### src/rtl/therm_pkg.sv
// Shared types and constants for the thermistor scanner: FSM states,
// breakpoint table type with its default contents, and the fault code.
package therm_pkg;

  typedef enum logic [2:0] {
    ST_IDLE,
    ST_GAP,
    ST_REQ,
    ST_CALC1,
    ST_CALC2,
    ST_EMIT
  } state_e;

  // Entry i is the temperature (1/16 degC) at code = i * 2^(ADC_W-4).
  typedef logic [16:0][15:0] lut_t;

  // Listed from index 16 down to index 0 (NTC divider: temperature falls as code rises).
  localparam lut_t TEMP_LUT_DEF = {
    -16'sd400, -16'sd320, -16'sd240, -16'sd160, -16'sd80,  16'sd0,
     16'sd80,   16'sd160,  16'sd240,  16'sd320,  16'sd400, 16'sd480,
     16'sd560,  16'sd640,  16'sd720,  16'sd800,  16'sd1568
  };

  localparam logic [15:0] FAULT_VAL = 16'h8000;

  function automatic logic signed [15:0] lut_at(input lut_t lut, input logic [4:0] idx);
    return $signed(lut[idx]);
  endfunction

endpackage

### src/rtl/therm_interp.sv
// Two-stage piecewise-linear interpolator: stage 1 registers the segment base
// and slope*fraction product, stage 2 registers the final temperature.
module therm_interp
  import therm_pkg::*;
#(
  parameter int   ADC_W    = 12,
  parameter lut_t TEMP_LUT = TEMP_LUT_DEF
) (
  input  logic               clk,
  input  logic               rst_n,
  input  logic               valid_i,
  input  logic [ADC_W-1:0]   code_i,
  output logic               valid_o,
  output logic signed [15:0] temp_o
);

  localparam int FW = ADC_W - 4;
  localparam int PW = 17 + FW + 1;

  logic [4:0]           seg;
  logic [FW-1:0]        frac;
  logic signed [15:0]   base_d, base_q, next_pt;
  logic signed [16:0]   diff;
  logic signed [PW-1:0] prod_d, prod_q;
  logic signed [15:0]   temp_d, temp_q;
  logic                 v1_q, v2_q;

  always_comb begin
    seg     = {1'b0, code_i[ADC_W-1 -: 4]};
    frac    = code_i[FW-1:0];
    base_d  = lut_at(TEMP_LUT, seg);
    next_pt = lut_at(TEMP_LUT, seg + 5'd1);
    diff    = {next_pt[15], next_pt} - {base_d[15], base_d};
    prod_d  = PW'(diff) * PW'($signed({1'b0, frac}));
    // Arithmetic shift floors toward minus infinity on falling segments.
    temp_d  = base_q + 16'(prod_q >>> FW);
  end

  always_ff @(posedge clk or negedge rst_n) begin
    if (!rst_n) begin
      base_q <= '0;
      prod_q <= '0;
      temp_q <= '0;
      v1_q   <= 1'b0;
      v2_q   <= 1'b0;
    end else begin
      base_q <= base_d;
      prod_q <= prod_d;
      temp_q <= temp_d;
      v1_q   <= valid_i;
      v2_q   <= v1_q;
    end
  end

  assign valid_o = v2_q;
  assign temp_o  = temp_q;

endmodule

### src/rtl/thermistor_scan_conv.sv
// Round-robin thermistor scanner: requests one ADC sample per channel, converts
// it to 1/16 degC through the interpolator and keeps per-channel alarm/fault flags.
module thermistor_scan_conv
  import therm_pkg::*;
#(
  parameter int   N_CH     = 4,
  parameter int   ADC_W    = 12,
  parameter int   SCAN_GAP = 16,
  parameter int   TIMEOUT  = 255,
  parameter lut_t TEMP_LUT = TEMP_LUT_DEF,
  parameter logic signed [15:0] HI_THR = 16'sd1280,
  parameter logic signed [15:0] HYST   = 16'sd80,
  localparam int  CW = (N_CH > 1) ? $clog2(N_CH) : 1
) (
  input  logic               clk,
  input  logic               rst_n,
  input  logic               scan_en,
  output logic               adc_req,
  output logic [CW-1:0]      adc_ch,
  input  logic               adc_ack,
  input  logic [ADC_W-1:0]   adc_data,
  output logic               temp_valid,
  output logic [CW-1:0]      temp_ch,
  output logic signed [15:0] temp_out,
  output logic [N_CH-1:0]    alarm,
  output logic [N_CH-1:0]    fault
);

  state_e             state_q, state_d;
  logic [CW-1:0]      ch_q, ch_d, last_ch_q;
  logic [15:0]        wait_q, wait_d, gap_q, gap_d;
  logic [ADC_W-1:0]   code_q, code_d;
  logic               flt_q, flt_d;
  logic signed [15:0] last_temp_q, emit_val, it, lo_thr;
  logic [N_CH-1:0]    alarm_q, alarm_d, fault_q, fault_d;
  logic               emit, iv, bad_result;

  therm_interp #(
    .ADC_W    (ADC_W),
    .TEMP_LUT (TEMP_LUT)
  ) u_interp (
    .clk     (clk),
    .rst_n   (rst_n),
    .valid_i (state_q == ST_CALC1),
    .code_i  (code_q),
    .valid_o (iv),
    .temp_o  (it)
  );

  always_comb begin
    state_d = state_q;
    ch_d    = ch_q;
    wait_d  = wait_q;
    gap_d   = gap_q;
    code_d  = code_q;
    flt_d   = flt_q;
    case (state_q)
      ST_IDLE: begin
        wait_d = '0;
        if (scan_en) state_d = ST_REQ;
      end
      ST_GAP: begin
        if (!scan_en) begin
          state_d = ST_IDLE;
        end else if (gap_q == 16'(SCAN_GAP - 1)) begin
          state_d = ST_REQ;
          wait_d  = '0;
        end else begin
          gap_d = gap_q + 16'd1;
        end
      end
      ST_REQ: begin
        // An ack arriving on the timeout cycle still counts as a sample.
        if (adc_ack) begin
          code_d  = adc_data;
          flt_d   = (adc_data == '0) || (&adc_data);
          state_d = ST_CALC1;
        end else if (wait_q == 16'(TIMEOUT)) begin
          flt_d   = 1'b1;
          state_d = ST_EMIT;
        end else begin
          wait_d = wait_q + 16'd1;
        end
      end
      ST_CALC1: state_d = ST_CALC2;
      ST_CALC2: state_d = ST_EMIT;
      ST_EMIT: begin
        ch_d = (ch_q == CW'(N_CH - 1)) ? '0 : ch_q + CW'(1);
        if (!scan_en) begin
          state_d = ST_IDLE;
        end else if (SCAN_GAP == 0) begin
          state_d = ST_REQ;
          wait_d  = '0;
        end else begin
          state_d = ST_GAP;
          gap_d   = '0;
        end
      end
      default: state_d = ST_IDLE;
    endcase
  end

  always_comb begin
    emit       = (state_q == ST_EMIT);
    bad_result = flt_q || !iv;
    lo_thr     = HI_THR - HYST;
    emit_val   = bad_result ? $signed(FAULT_VAL) : it;
    alarm_d    = alarm_q;
    fault_d    = fault_q;
    if (emit) begin
      if (bad_result) begin
        fault_d[ch_q] = 1'b1;
      end else begin
        fault_d[ch_q] = 1'b0;
        if (it >= HI_THR)     alarm_d[ch_q] = 1'b1;
        else if (it < lo_thr) alarm_d[ch_q] = 1'b0;
      end
    end
  end

  always_ff @(posedge clk or negedge rst_n) begin
    if (!rst_n) begin
      state_q     <= ST_IDLE;
      ch_q        <= '0;
      wait_q      <= '0;
      gap_q       <= '0;
      code_q      <= '0;
      flt_q       <= 1'b0;
      last_temp_q <= '0;
      last_ch_q   <= '0;
      alarm_q     <= '0;
      fault_q     <= '0;
    end else begin
      state_q <= state_d;
      ch_q    <= ch_d;
      wait_q  <= wait_d;
      gap_q   <= gap_d;
      code_q  <= code_d;
      flt_q   <= flt_d;
      alarm_q <= alarm_d;
      fault_q <= fault_d;
      if (emit) begin
        last_temp_q <= emit_val;
        last_ch_q   <= ch_q;
      end
    end
  end

  // The result is shown live during EMIT and held from the registers afterwards.
  assign adc_req    = (state_q == ST_REQ);
  assign adc_ch     = ch_q;
  assign temp_valid = emit;
  assign temp_out   = emit ? emit_val : last_temp_q;
  assign temp_ch    = emit ? ch_q : last_ch_q;
  assign alarm      = alarm_q;
  assign fault      = fault_q;

endmodule
### config.mk
export PLATFORM = sky130hd
export DESIGN_NAME = thermistor_scan_conv
export DESIGN_NICKNAME = d
export VERILOG_FILES = /design/src/rtl/therm_pkg.sv /design/src/rtl/therm_interp.sv /design/src/rtl/thermistor_scan_conv.sv
export SDC_FILE = /design/constraint.sdc
export NUM_CORES = 1
export LEC_CHECK = 0
export CORE_ASPECT_RATIO = 1.1
export CORE_MARGIN = 4
export CORE_UTILIZATION = 59
export DETAILED_ROUTE_END_ITERATION = 7
export DONT_BUFFER_PORTS = 1
export PLACE_DENSITY = 0.79
export SLEW_MARGIN = 5
export SYNTH_ARGS = -nofsm -noshare
export SYNTH_HDL_FRONTEND = slang
export SYNTH_HIERARCHICAL = 1
export SYNTH_SLANG_ARGS = --single-unit
export TNS_END_PERCENT = 20
### constraint.sdc
create_clock -name clk -period 6.29 [get_ports clk]
set_clock_uncertainty 0.05 [all_clocks]
set_input_delay 1.258 -clock clk [delete_from_list [all_inputs] [get_ports clk]]
set_output_delay 1.258 -clock clk [all_outputs]
set_load 0.005 [all_outputs]
# [Yosys cells after proc, flatten, opt, wreduce, memory -nomap -nowiden]
# Memory sizes are Yosys's and may differ from the RTL's.
# Index checks and enable logic that the tools add are counted.
[classes] addsub=6 n_mul=1 n_div=0 magnitude_cmp=6 eq_ne=17 n_shift=0 n_mux=29 bitwise_logic=6 n_reduce_logical=17
[op_table] operator="2-to-1 mux 16 bit" n=11
[op_table] operator="case mux 16 bit (3 select lines)" n=1
[op_table] operator="adder 16 x 1 -> 16 bit (second input constant)" n=2
[op_table] operator="case mux 16 bit (2 select lines)" n=1
[op_table] operator="multiplier 17 x 9 -> 24 bit" n=1
[op_table] operator="case mux 3 bit (6 select lines)" n=1
[op_table] operator="subtractor 16 x 16 -> 17 bit" n=1
[op_table] operator="adder 16 bit" n=1
[op_table] operator="== test 16 x 4 -> 1 bit (second input constant)" n=1
[op_table] operator="== test 16 x 8 -> 1 bit (second input constant)" n=1
[op_table] operator=">= comparator 16 x 12 -> 1 bit (second input constant)" n=1
[op_table] operator="< comparator 16 x 12 -> 1 bit (second input constant)" n=1
[op_table] operator="2-to-1 mux 3 bit" n=5
[op_table] operator="inequality test 2 bit (second input constant)" n=7
[op_table] operator="logical NOT 12 bit" n=1
[op_table] operator="2-to-1 mux 4 bit" n=3
[op_table] operator="AND reduction 12 bit" n=1
[op_table] operator="AND 4 bit" n=2
[op_table] operator="OR 4 bit" n=2
[op_table] operator="== test 3 x 2 -> 1 bit (second input constant)" n=2
[op_table] operator="== test 3 bit (second input constant)" n=2
[op_table] operator="< comparator 4 x 6 -> 1 bit (second input constant)" n=1
[op_table] operator="< comparator 5 x 6 -> 1 bit (second input constant)" n=1
[op_table] operator="AND reduction 3 bit" n=2
[op_table] operator="other kinds (22)" n=30
[totals] ff_bits=134 latchBits=0 ramBits=0 mem_bits_ro=768 inputBits=16 output_inout_bits=30 word_cells=99 memories=2
[memory_table] name="(name not given)" words=32 word_bits=16 rd=1 rd_ports_with_merged_regs=0 write_ports=0 line_no="therm_pkg.sv:27" text="return $signed(lut[idx]);"
[memory_table] name="(name not given)" words=16 word_bits=16 rd=1 rd_ports_with_merged_regs=0 write_ports=0 line_no="therm_pkg.sv:27"

# [Longest topological paths before layout]
# Gate-level depths: netlist of the first run.
[logic_depth] word_depth=8 mapped_depth=30 depth_no_buf=28

# [Hierarchy]
# The synthesis of the first run kept the hierarchy.
[modules_own_cells] mod="therm_interp" n_inst=1 cells_each=661 area_each_um2=5947.0 seq_area_each_um2=1051.0
[modules_own_cells] mod="thermistor_scan_conv" n_inst=1 cells_each=369 area_each_um2=3653.5 seq_area_each_um2=1901.8

# [Worst setup path after synthesis of the first run]
# OpenSTA, ideal clock, no wires.
[synth_timing] path_type="flip-flop to flip-flop" start="reg code_q[8]" end="reg u_interp.prod_q[19]" setup_time_ns=0.080 t_arrival_ns=6.840 required_ns=6.160 setup_slack_ns=-0.679 path_stages_with_launch=29 path_buffers=2 synth_period_minus_slack_ns=6.969 cell_sequence="dfrtp_1 ha_1 inv_1 ha_1 clkbuf_1 nor2_1 xnor2_1 xnor2_1 nor2_1 ha_1 or3_1 o221a_2 o21a_1 o21ai_1 buf_2 nand2_1 fa_1 inv_1 fa_1 fa_1 inv_1 fa_1 inv_1 ha_1 or3_1 or2_1 a221o_1 a21oi_1 xnor2_1"
[synth_between] elab_chain_cells=5 word_cells_on_any_way=7 classes_between="2 x add/sub; 1 x mul; 2 x mux; 2 x memory"
[synth_lines] item="from (decl)" line_no="thermistor_scan_conv.sv:32" text="logic [ADC_W-1:0] code_q, code_d;"
[synth_lines] item="from (signal assigned)" line_no="thermistor_scan_conv.sv:138" text="code_q <= code_d;"
[synth_lines] item="adder 4 x 1 -> 5 bit" line_no="therm_interp.sv:32" text="next_pt = lut_at(TEMP_LUT, seg + 5'd1);"
[synth_lines] item="memory (32 x 16 bit)"
[synth_lines] item="2-to-1 mux 16 bit (implied by the code)" line_no="therm_pkg.sv:27"
[synth_lines] item="subtractor 16 x 16 -> 17 bit *" line_no="therm_interp.sv:33" text="diff = {next_pt[15], next_pt} - {base_d[15], base_d};"
[synth_lines] item="multiplier 17 x 9 -> 24 bit *" line_no="therm_interp.sv:34" text="prod_d = PW'(diff) * PW'($signed({1'b0, frac}));"
[synth_lines] item="named net u_interp.prod_d[19]" line_no="therm_interp.sv:24" text="logic signed [PW-1:0] prod_d, prod_q;"
[synth_lines] item="to (signal assigned)" line_no="therm_interp.sv:48" text="prod_q <= prod_d;"
[synth_lines] item="to (decl)" line_no="therm_interp.sv:24"
# Mark *: on every way through the listed nets, which the timed path passes. The rest lies on a longest branch. The select of a mux whose other input is x is not followed.
# A chain may end at the register's enable or synchronous reset.

# [Worst setup path after layout of the first run]
[layout_timing] start="reg code_q[9]" end="reg u_interp.prod_q[19]"
# The elaborated chain is that of the path after synthesis.

==> results of run 1 <==
==> cells in the final DEF (no fill, tap or decap), drive strengths merged, types with 3 or more instances in the layout <==
cell	n
a21o	7
a21oi	31
a311oi	4
a31oi	10
and2	40
and3	10
and4	3
buf	92
bufinv	4
clkbuf	18
clkinv	7
dfrtp	118
fa	76
ha	72
inv	148
mux2	18
mux2i	3
nand2	118
nand2b	7
nand3	34
nand4	8
nor2	76
nor2b	20
nor3	12
nor4	19
nor4b	4
o211ai	7
o21a	15
o21ai	29
o21bai	3
o31ai	4
or2	3
or3	7
or3b	3
or4	5
xnor2	40
xor2	20
==> cells by family (layout without fill, tap and decap cells) <==
family	after synthesis	after routing	share of synthesized area, %
xor+xnor	60	60	5.47
mux	21	21	2.42
compound gates	133	133	9.46
fa+ha+maj	148	148	25.2
simple gates	375	375	19.6
flops	118	118	30.8
buf+inv	175	270	7.08
==> routing by layer <==
| metal | up-vias | global-route usage [%] |
|---|---|---|
| li1 | 3556 | - |
| met1 | 3631 | 29.9 |
| met2 | 182 | 41.9 |
| met3 | 42 | 5.23 |
| met4 | 0 | 6.78 |
| met5 | - | 0 |
==> worst register-to-register path: cells and delay by family (launching register included) <==
kind | cells | cell delay, ps
buffers and inverters | 6 | 640
AND/OR/NAND/NOR | 5 | 1010
XOR/XNOR | 1 | 160
adder cells (fa/ha/maj) | 7 | 2550
AO/OA/AOI/OAI | 7 | 1620
flip-flops | 1 | 450
==> worst paths after layout <==
kind / endpoint / slack [ps] / depth (start not counted)
hold / removal: u_interp/temp_o[2] / 310 / 0
hold reg to reg: u_interp/temp_o[2] / 310 / 0
setup / recovery: u_interp/prod_q[19] / -300 / 26
setup reg to reg: u_interp/prod_q[19] / -300 / 26
min in group asynchronous: last_ch_q[0] / 490 / 0
max in group asynchronous: code_q[8] / 5570 / 0
==> flip-flops by register name (all words and copies together), names as in the netlist, named ones only <==
signal,count
last_temp_q,16
u_interp/valid_o,1
flt_q,1
state_q,3
u_interp/base_q,8
u_interp/temp_o,16
adc_ch,2
code_q,12
u_interp/v1_q,1
u_interp/prod_q,16
last_ch_q,2
gap_q,16
wait_q,16
==> layout make-up <==
class	instances	area, sq um	area share (%)
multi-input cells	737	6380	55.5
flip-flops and latches	118	2960	25.7
repair buffers	92	729	6.35
inverters	146	551	4.79
clock buffers	18	429	3.73
well taps	200	250	2.18
clock inverters	14	199	1.73
==> metrics by stage <==
step,TNS [ps],hold WS [ps],util [%]
2_1_floorplan,-532,281,-
3_3_place_gp,-594,282,66.5
3_5_place_dp,-1580,292,66.5
4_1_cts,-853,309,70.8
5_1_grt,-2850,315,72.5
6_report,-854,306,72.5
==> repair_timing <==
action | CTS | global route
pin swaps | 1 | 31
setup buffers | 1 | 5
endpoints found under the hold margin | 0 | 0
setup endpoints to repair | 10 | 11
resized for setup | 10 | 53
==> key figures, run 1 <==
Drt
  – Avg WL per Cell: 16.1 um
  – Total wire length: 21400 um
  – Met1 WL: 8950 um
  – Via Count: 7411
  – Antenna-violating nets left: 0
  – Post-DR vias/cell: 5.59
  – Met2 routed WL: 11000 um
  – DR top layer: met4
  – First-pass detailed-route iteration total: 6
  – Met3 routed WL: 1060 um
  – Residual DRC: 0
  – 1st-iter DRT viols: 521

Synth
  – Synth warn: 6
  – Syn Inst Count: 1030
  – EDFF count, synth: 0
  – Mapped Area: 9600 sq um
  – Synth cell types: 72
  – Synth top area cells: dfrtp_1 31%, fa_1 16%, ha_1 9.4%, inv_1 5.7%, nand2_1 4.6%
  – Seq/Total Area, Yosys: 30.8%
  – Share of the synthesized area in the top cell type: 30.8%
  – Syn_nets: 1194
  – Top FF cell, synth: dfrtp_1
  – Top-count cell post-synth: inv_1
  – Flops & latches, synth: 118
  – Syn avg cell area: 9.32 sq um
  – FFs w/ async S/R, synth: 100%
  – Most instantiated cells after synthesis: 146 x inv_1, 118 x dfrtp_1, 118 x nand2_1
  – Synth area leader: dfrtp_1

Setup path
  – Crit Path Category: register to register
  – Crit path launch: code_q[9]
  – Most Frequent Cell on Critical Path: fa_1
  – Crit-path slowest cell: fa_1
  – Worst Path Required: 6550 ps
  – Crit end category: register
  – Worst Path Buf+Inv: 6
  – Crit path DAT: 6850 ps
  – Crit path max-delay family: adder cells
  – Max FO, Critical Path: 5
  – CP max stage delay: 530 ps
  – Crit path launch type: register
  – RR Startpoint: code_q[9]

CTS
  – Clock Latency Late Sink: 420 ps
  – CTS Root Cell: clkbuf_16
  – Clock sink count: 118
  – CTS tree: done
  – CTS Buf Count: 17
  – Maximum clock insertion buffer count: 2
  – Reg clk slew, reported paths: 60 ps
  – # hold bufs at CTS: 0
  – H-tree depth: 4

Place
  – Gpl congestion: 0.912
  – DP Cell Count: 1287
  – Hpwl dp: 15400 um
  – Dpl ws: -294 ps
  – Area post-placement: 10500 sq um
  – I/O Buffers: 0

STA
  – Setup-failing EPs final: 7
  – Setup WS post-layout: -301 ps
  – Slew @ Worst Pin: 959 ps
  – Fmax: 152 MHz
  – Minimum clock period: 6590 ps
  – Hold Violations, Final: 0
  – Slew Limit Fails: 0
  – RSZ-0062 raised after global routing: true
  – Worst rel slew slack: 36.0%
  – Period Utilization, post-route: 105%

Floorplanning
  – IO Pins: 46
  – Core area: 15900 sq um
  – Die ar.: 18400 sq um
  – Die Y-Extent: 142 um
  – Initial Util: 60.6%
  – # rows: 48
  – Die width: 130 um

Flow run
  – Max cap viols: 0

Worst hold path
  – Min-delay src: u_interp/prod_q[10]
  – Worst hold path class: register to register

Global routing
  – Largest net degree at the start of global routing: 119
  – First-pass GRT wire length: 35500 um
  – GRT overflow: 0
  – Vias in the first global route: 7621
  – Initial antenna violation count: 0
  – Total track usage: 24.0%

Status
  – Failing checks: setup timing
  – Status: finished with violations

Layout
  – Share of post-route cells with drive strength above 1: 20.5%
  – Ant diodes: 0
  – Final Instance Area: 11500 sq um
  – Nets@finish: 1276
  – # fillers: 1103
  – Area growth syn-to-layout: 19.7%
  – Non-filler instance count after layout: 1325
Power of run 1 is not shown: default switching activity piles up to over one toggle a cycle in this logic, so the estimate is an artifact.
==> run 2, diff against run 1 <==
CORE_UTILIZATION = 50   (was 59)
PLACE_DENSITY = 0.69   (was 0.79)
==> run 2 against run 1 <==
Compared with the run above: the flow still finishes with violations (setup timing); via count decreased by 2.9%; worst hold slack got worse by 14 ps; flip-flop and latch count unchanged; cell area decreased by 1.8%; count of clock-buffer cells in the layout unchanged; fmax increased by 2.4%; core utilization decreased by 12 points; global-route usage decreased by 4.6 points; die area increased by 17%; register-to-register slack improved by 150 ps; worst setup slack improved by 150 ps; cell count increased by 2.8%; largest cell class unchanged.
==> key figures, run 2 (same netlist as run 1, synthesis figures left out) <==
Status
  – Status: finished with violations
  – Failing checks: setup timing

CTS
  – CTS tree: done
  – Maximum clock insertion buffer count: 2 (unchanged)
  – CTS Root Cell: clkbuf_16
  – CTS Buf Count: 17 (unchanged)
  – Clock sink count: 118 (unchanged)
  – # hold bufs at CTS: 0 (unchanged)
  – H-tree depth: 4 (unchanged)
  – Clock Latency Late Sink: 410 ps (about the same)
  – Reg clk slew, reported paths: 60 ps (about the same)

Setup path
  – RR Endpoint: u_interp/prod_q[19]
  – Worst Path Required: 6580 ps (+30 ps)
  – Crit path launch: code_q[8]
  – Worst Setup EP: u_interp/prod_q[19]
  – Reg2Reg Setup Slack: -150 ps (+150 ps)
  – CP max stage delay: 540 ps (about the same)
  – RR Startpoint: code_q[8]
  – Crit path DAT: 6730 ps (-120 ps)
  – Reg2reg path depth: 25 (-3.8%)
  – Max FO, Critical Path: 5 (unchanged)
  – Crit end category: register
  – Crit Path Category: register to register
  – Crit-path slowest cell: fa_1
  – Most Frequent Cell on Critical Path: fa_1
  – Crit path launch type: register

Layout
  – Ant diodes: 0 (unchanged)
  – Most frequent cells in the layout: 143 x inv_1, 116 x nand2_1, 115 x dfrtp_1
  – # fillers: 1598 (+45%)
  – Area growth syn-to-layout: 17.6%
  – Share of post-route cells with drive strength above 1: 18.0% (-2.6 points)
  – Most common cell after layout, fill and taps aside: inv_1
  – Non-filler instance count after layout: 1362 (+2.8%)
  – Nets@finish: 1270 (-0.47%)

Floorplanning
  – Die Y-Extent: 153 um (+8.1%)
  – Die width: 140 um (+8.1%)
  – # rows: 52 (+8.3%)
  – Die ar.: 21500 sq um (+17%)
  – IO Pins: 46 (unchanged)
  – Initial Util: 51.6% (-9.0 points)
  – Core area: 18600 sq um (+17%)

Global routing
  – First-pass GRT wire length: 34600 um (-2.5%)
  – Vias in the first global route: 7243 (-5.0%)
  – Total track usage: 19.4% (-4.6 points)
  – Largest net degree at the start of global routing: 119 (unchanged)
  – Initial antenna violation count: 0 (unchanged)
  – GRT overflow: 0 (unchanged)

Worst hold path
  – Worst hold path class: register to register

STA
  – Setup-failing EPs final: 6 (-1)
  – Hold Violations, Final: 0 (unchanged)
  – Setup WS post-layout: -149 ps (+152 ps)
  – Period Utilization, post-route: 102% (-2.4 points)
  – Slew Limit Fails: 0 (unchanged)
  – RSZ-0062 raised after global routing: true
  – WHS: 292 ps (-14.0 ps)
  – Worst rel slew slack: 33.2% (-2.8 points)
  – Slew @ Worst Pin: 999 ps (+40.0 ps)
  – Fmax: 155 MHz (+2.4%)
  – Minimum clock period: 6440 ps (-152 ps)

Drt
  – First-pass detailed-route iteration total: 5 (-1)
  – Via Count: 7194 (-2.9%)
  – 1st-iter DRT viols: 324 (-38%)
  – Post-DR vias/cell: 5.28 (-5.6%)
  – Antenna-violating nets left: 0 (unchanged)
  – Avg WL per Cell: 14.5 um (-10%)
  – Residual DRC: 0 (unchanged)
  – Total wire length: 19700 um (-7.9%)

Place
  – Gpl congestion: 0.874 (-4.2%)
  – I/O Buffers: 0 (unchanged)
  – Hpwl dp: 15000 um (-2.7%)
  – DP Cell Count: 1326 (+3.0%)

Flow run
  – Max cap viols: 0 (unchanged)
[run 2: layout make-up]
| type | instances | area (sq um) | share of cell area [%] |
|---|---|---|---|
| clock inverters | 14 | 116 | 1.03 |
| clock buffers | 18 | 439 | 3.89 |
| well taps | 243 | 304 | 2.69 |
| repair buffers | 86 | 658 | 5.83 |
| multi-input cells | 737 | 6260 | 55.5 |
| flip-flops and latches | 118 | 2960 | 26.2 |
| inverters | 146 | 551 | 4.88 |
[run 2: timing repair]
item | CTS | global route
endpoints found under the setup margin | 9 | 11
setup buffers | 1 | 2
gates resized for setup | 16 | 13
cloned | 0 | 1
pin swaps | 7 | 3
[run 2: worst max-delay path: cells and delay by family (launching register included)]
kind / cells / cell delay (ps)
fa+ha+maj: 7 / 2880
compound gates: 5 / 1100
simple gates: 4 / 800
buf+inv: 6 / 460
flops: 1 / 430
xor+xnor: 2 / 410
mux: 1 / 190
[run 2: worst min-delay path by stage]
stage                   startpoint                 end  slack, ps  cells after the start
2_1_floorplan   u_interp/prod_q[8]  u_interp/temp_o[0]        280                      0
5_1_grt         u_interp/prod_q[8]  u_interp/temp_o[0]        300                      0
4_1_cts         u_interp/prod_q[8]  u_interp/temp_o[0]        290                      0
6_report        u_interp/prod_q[8]  u_interp/temp_o[0]        290                      0
3_3_place_gp   u_interp/prod_q[11]  u_interp/temp_o[3]        280                      0
3_5_place_dp    u_interp/prod_q[9]  u_interp/temp_o[1]        290                      0
[run 2: per-stage QoR]
stage	utilization [%]	cell area [sq um]	worst slack [ps]	TNS, ps
2_1_floorplan	-	9800	-157	-532
5_1_grt	60.7	11300	-427	-3030
3_3_place_gp	56.8	10600	-228	-1110
6_report	60.7	11300	-149	-453
4_1_cts	60.3	11200	-112	-376
3_5_place_dp	56.8	10600	-284	-1510
[run 2: per-layer routing]
layer	up-vias	routed length (um)	GRT usage [%]
met2	164	9350	31.6
met4	0	223	4.80
met3	21	1160	4.94
li1	3536	-	-
met1	3473	8970	26.1
met5	-	0	0
Power of run 2 is left out for the same reason.
==> run 3, diff against run 2 <==
ABC_AREA = 1   (was unset)
==> run 3 against run 2 <==
Compared with the run above: flip-flop and latch count stayed put; die area is 7.2% higher; sequential share of layout area is 1.5 points lower; highest routed layer unchanged; count of clock-buffer cells in the layout is 1 lower; cell area is 5.8% higher; area after synthesis is 7.7% higher; first-iteration DRC count is 29% higher; the run now ends clean.
==> key figures, run 3 <==
Synth
  – FFs w/ async S/R, synth: 100% (unchanged)
  – Syn_nets: 1496 (+25%)
  – Flops & latches, synth: 118 (unchanged)
  – Syn avg cell area: 7.76 sq um (-17%)
  – Seq/Total Area, Yosys: 28.6% (-2.2 points)
  – Top-count cell post-synth: nand2_1
  – Synth warn: 6 (unchanged)
  – Synth cell types: 45 (-38%)
  – Share of the synthesized area in the top cell type: 28.6% (-2.2 points)
  – Top FF cell, synth: dfrtp_1
  – Most instantiated cells after synthesis: 304 x nand2_1, 251 x inv_1, 130 x nor2_1
  – Synth top area cells: dfrtp_1 29%, fa_1 15%, nand2_1 11%, inv_1 9.1%, ha_1 8.7%
  – Syn Inst Count: 1332 (+29%)
  – Mapped Area: 10300 sq um (+7.7%)
  – EDFF count, synth: 0 (unchanged)
  – Synth area leader: dfrtp_1

STA
  – Minimum clock period: 6070 ps (-365 ps)
  – Slew Limit Fails: 0 (unchanged)
  – WHS: 297 ps (+5.09 ps)
  – Fmax: 165 MHz (+6.0%)
  – Period Utilization, post-route: 96.6% (-5.8 points)
  – Worst rel slew slack: 51.3% (+18 points)
  – Slew @ Worst Pin: 731 ps (-268 ps)
  – Hold Violations, Final: 0 (unchanged)
  – Setup-failing EPs final: 0 (-6)
  – Setup TNS: 0 ps (+453 ps)
  – Setup WS post-layout: 217 ps (+365 ps)

Place
  – Dpl ws: -97.3 ps (+187 ps)
  – Gpl congestion: 0.941 (+7.8%)
  – Hpwl dp: 18100 um (+21%)
  – I/O Buffers: 0 (unchanged)
  – DP Cell Count: 1592 (+20%)

Floorplanning
  – # rows: 54 (+3.8%)
  – Die width: 145 um (+3.5%)
  – IO Pins: 46 (unchanged)
  – Die ar.: 23000 sq um (+7.2%)
  – Core area: 20100 sq um (+7.8%)
  – Die Y-Extent: 159 um (+3.6%)
  – Initial Util: 51.5% (-0.091 points)

Setup path
  – Crit path DAT: 6320 ps (-410 ps)
  – Crit end category: register
  – Reg2Reg Setup Slack: 220 ps (+370 ps)
  – RR Startpoint: code_q[8]
  – Crit path launch type: register
  – Most Frequent Cell on Critical Path: inv_1
  – Worst Path Required: 6540 ps (-40 ps)
  – RR Endpoint: u_interp/prod_q[23]
  – Max FO, Critical Path: 7 (+2)
  – Crit Path Category: register to register
  – Crit-path slowest cell: fa_2
  – CP max stage delay: 640 ps (+100 ps)
  – Reg2reg path depth: 33 (+32%)

Worst hold path
  – Worst hold path class: register to register
  – WHS Endpoint: u_interp/temp_o[2]
  – Min-delay src: u_interp/prod_q[10]
  – Hold depth: 0 (unchanged)

Layout
  – Share of post-route cells with drive strength above 1: 14.2% (-3.7 points)
  – Nets@finish: 1534 (+21%)
  – Area growth syn-to-layout: 15.6%
  – Most frequent cells in the layout: 286 x nand2_1, 244 x inv_1, 118 x nor2_1
  – # fillers: 1765 (+10%)
  – Most common cell after layout, fill and taps aside: nand2_1
  – Non-filler instance count after layout: 1635 (+20%)
  – Ant diodes: 0 (unchanged)

Status
  – Status: finished clean

Drt
  – Total wire length: 23400 um (+19%)
  – Via Count: 8545 (+19%)
  – Avg WL per Cell: 14.3 um (-1.1%)
  – 1st-iter DRT viols: 418 (+29%)
  – Antenna-violating nets left: 0 (unchanged)
  – Residual DRC: 0 (unchanged)
  – Post-DR vias/cell: 5.23 (-1.1%)
  – First-pass detailed-route iteration total: 5 (unchanged)

Global routing
  – First-pass GRT wire length: 40100 um (+16%)
  – Largest net degree at the start of global routing: 119 (unchanged)
  – Initial antenna violation count: 0 (unchanged)
  – Vias in the first global route: 8448 (+17%)
  – GRT overflow: 0 (unchanged)
  – Total track usage: 20.9% (+1.5 points)

CTS
  – # hold bufs at CTS: 0 (unchanged)
  – H-tree depth: 4 (unchanged)
  – CTS Root Cell: clkbuf_16
  – CTS tree: done
  – Clock sink count: 118 (unchanged)
  – Reg clk slew, reported paths: 60 ps (about the same)
  – CTS Buf Count: 17 (unchanged)
  – Maximum clock insertion buffer count: 2 (unchanged)
  – Clock Latency Late Sink: 420 ps (about the same)

Flow run
  – Max cap viols: 0 (unchanged)
run 3: changes by cell type in the layout (fill, tap and decap cells not counted), moves of 20 or more:
cell and delta:
o21ai_0 +24, inv_1 +101, nand3_1 +56, and2_1 -34, nor2_1 +46, xnor2_1 -27, nand2_1 +170, buf_4 -42
nor2b_1 -20
run 3: per-layer routing:
metal	up-vias	GRT usage, %	wire (um)
li1	4220	-	-
met1	4088	26.8	10300
met2	193	35.1	11400
met3	44	4.13	1100
met4	0	7.82	666
met5	-	0	0
run 3: through the flow:
step	instance area [sq um]	utilization [%]
after floorplan	10300	-
after global placement	10800	53.8
after detailed placement	10800	53.8
after CTS	11400	56.9
after global routing	11900	59.5
final	11900	59.5
run 3: worst max-delay path by stage:
stage               startpoint             endpoint  slack [ps]  depth (start not counted)
floorplan            code_q[9]  u_interp/prod_q[16]          30                         26
global placement     code_q[9]  u_interp/prod_q[19]          70                         27
detailed placement   code_q[8]  u_interp/prod_q[14]        -100                         33
CTS                  code_q[9]  u_interp/prod_q[16]         -20                         26
global route         code_q[8]  u_interp/prod_q[23]         -80                         33
finish               code_q[8]  u_interp/prod_q[23]         220                         33
run 3: logic make-up (layout without fill, tap and decap cells):
kind of cell	Yosys count	in the layout	share of synthesized area [%]
flops	118	118	28.6
buf+inv	283	334	10.7
simple gates	596	596	25.3
xor+xnor	45	45	4.07
compound gates	142	142	8.01
fa+ha+maj	148	148	23.4
run 3: timing repair:
| action | in CTS | in global routing |
|---|---|---|
| pin swaps | 1 | 39 |
| endpoints found under the setup margin | 6 | 12 |
| hold endpoints to repair | 0 | 0 |
| gates resized for setup | 5 | 113 |
| setup buffers | 2 | 9 |
run 3: final cells by class:
class                           instances  area, sq um  share of cell area [%]
Multi-Input combinational cell        931         6750                    56.5
Clock inverter                         15          169                    1.41
Inverter                              257          972                    8.14
Clock buffer                           17          425                    3.56
Timing Repair Buffer                   45          360                    3.02
Tap cell                              252          315                    2.64
Sequential cell                       118         2960                    24.7
run 3: worst max-delay path: cells and delay by family (launching register included):
family,cells,cell delay (ps)
buffers and inverters,10,940
XOR/XNOR,1,150
AND/OR/NAND/NOR,12,1360
adder cells (fa/ha/maj),8,2760
flip-flops,1,420
AO/OA/AOI/OAI,2,250
Power of run 3 is left out for the same reason.
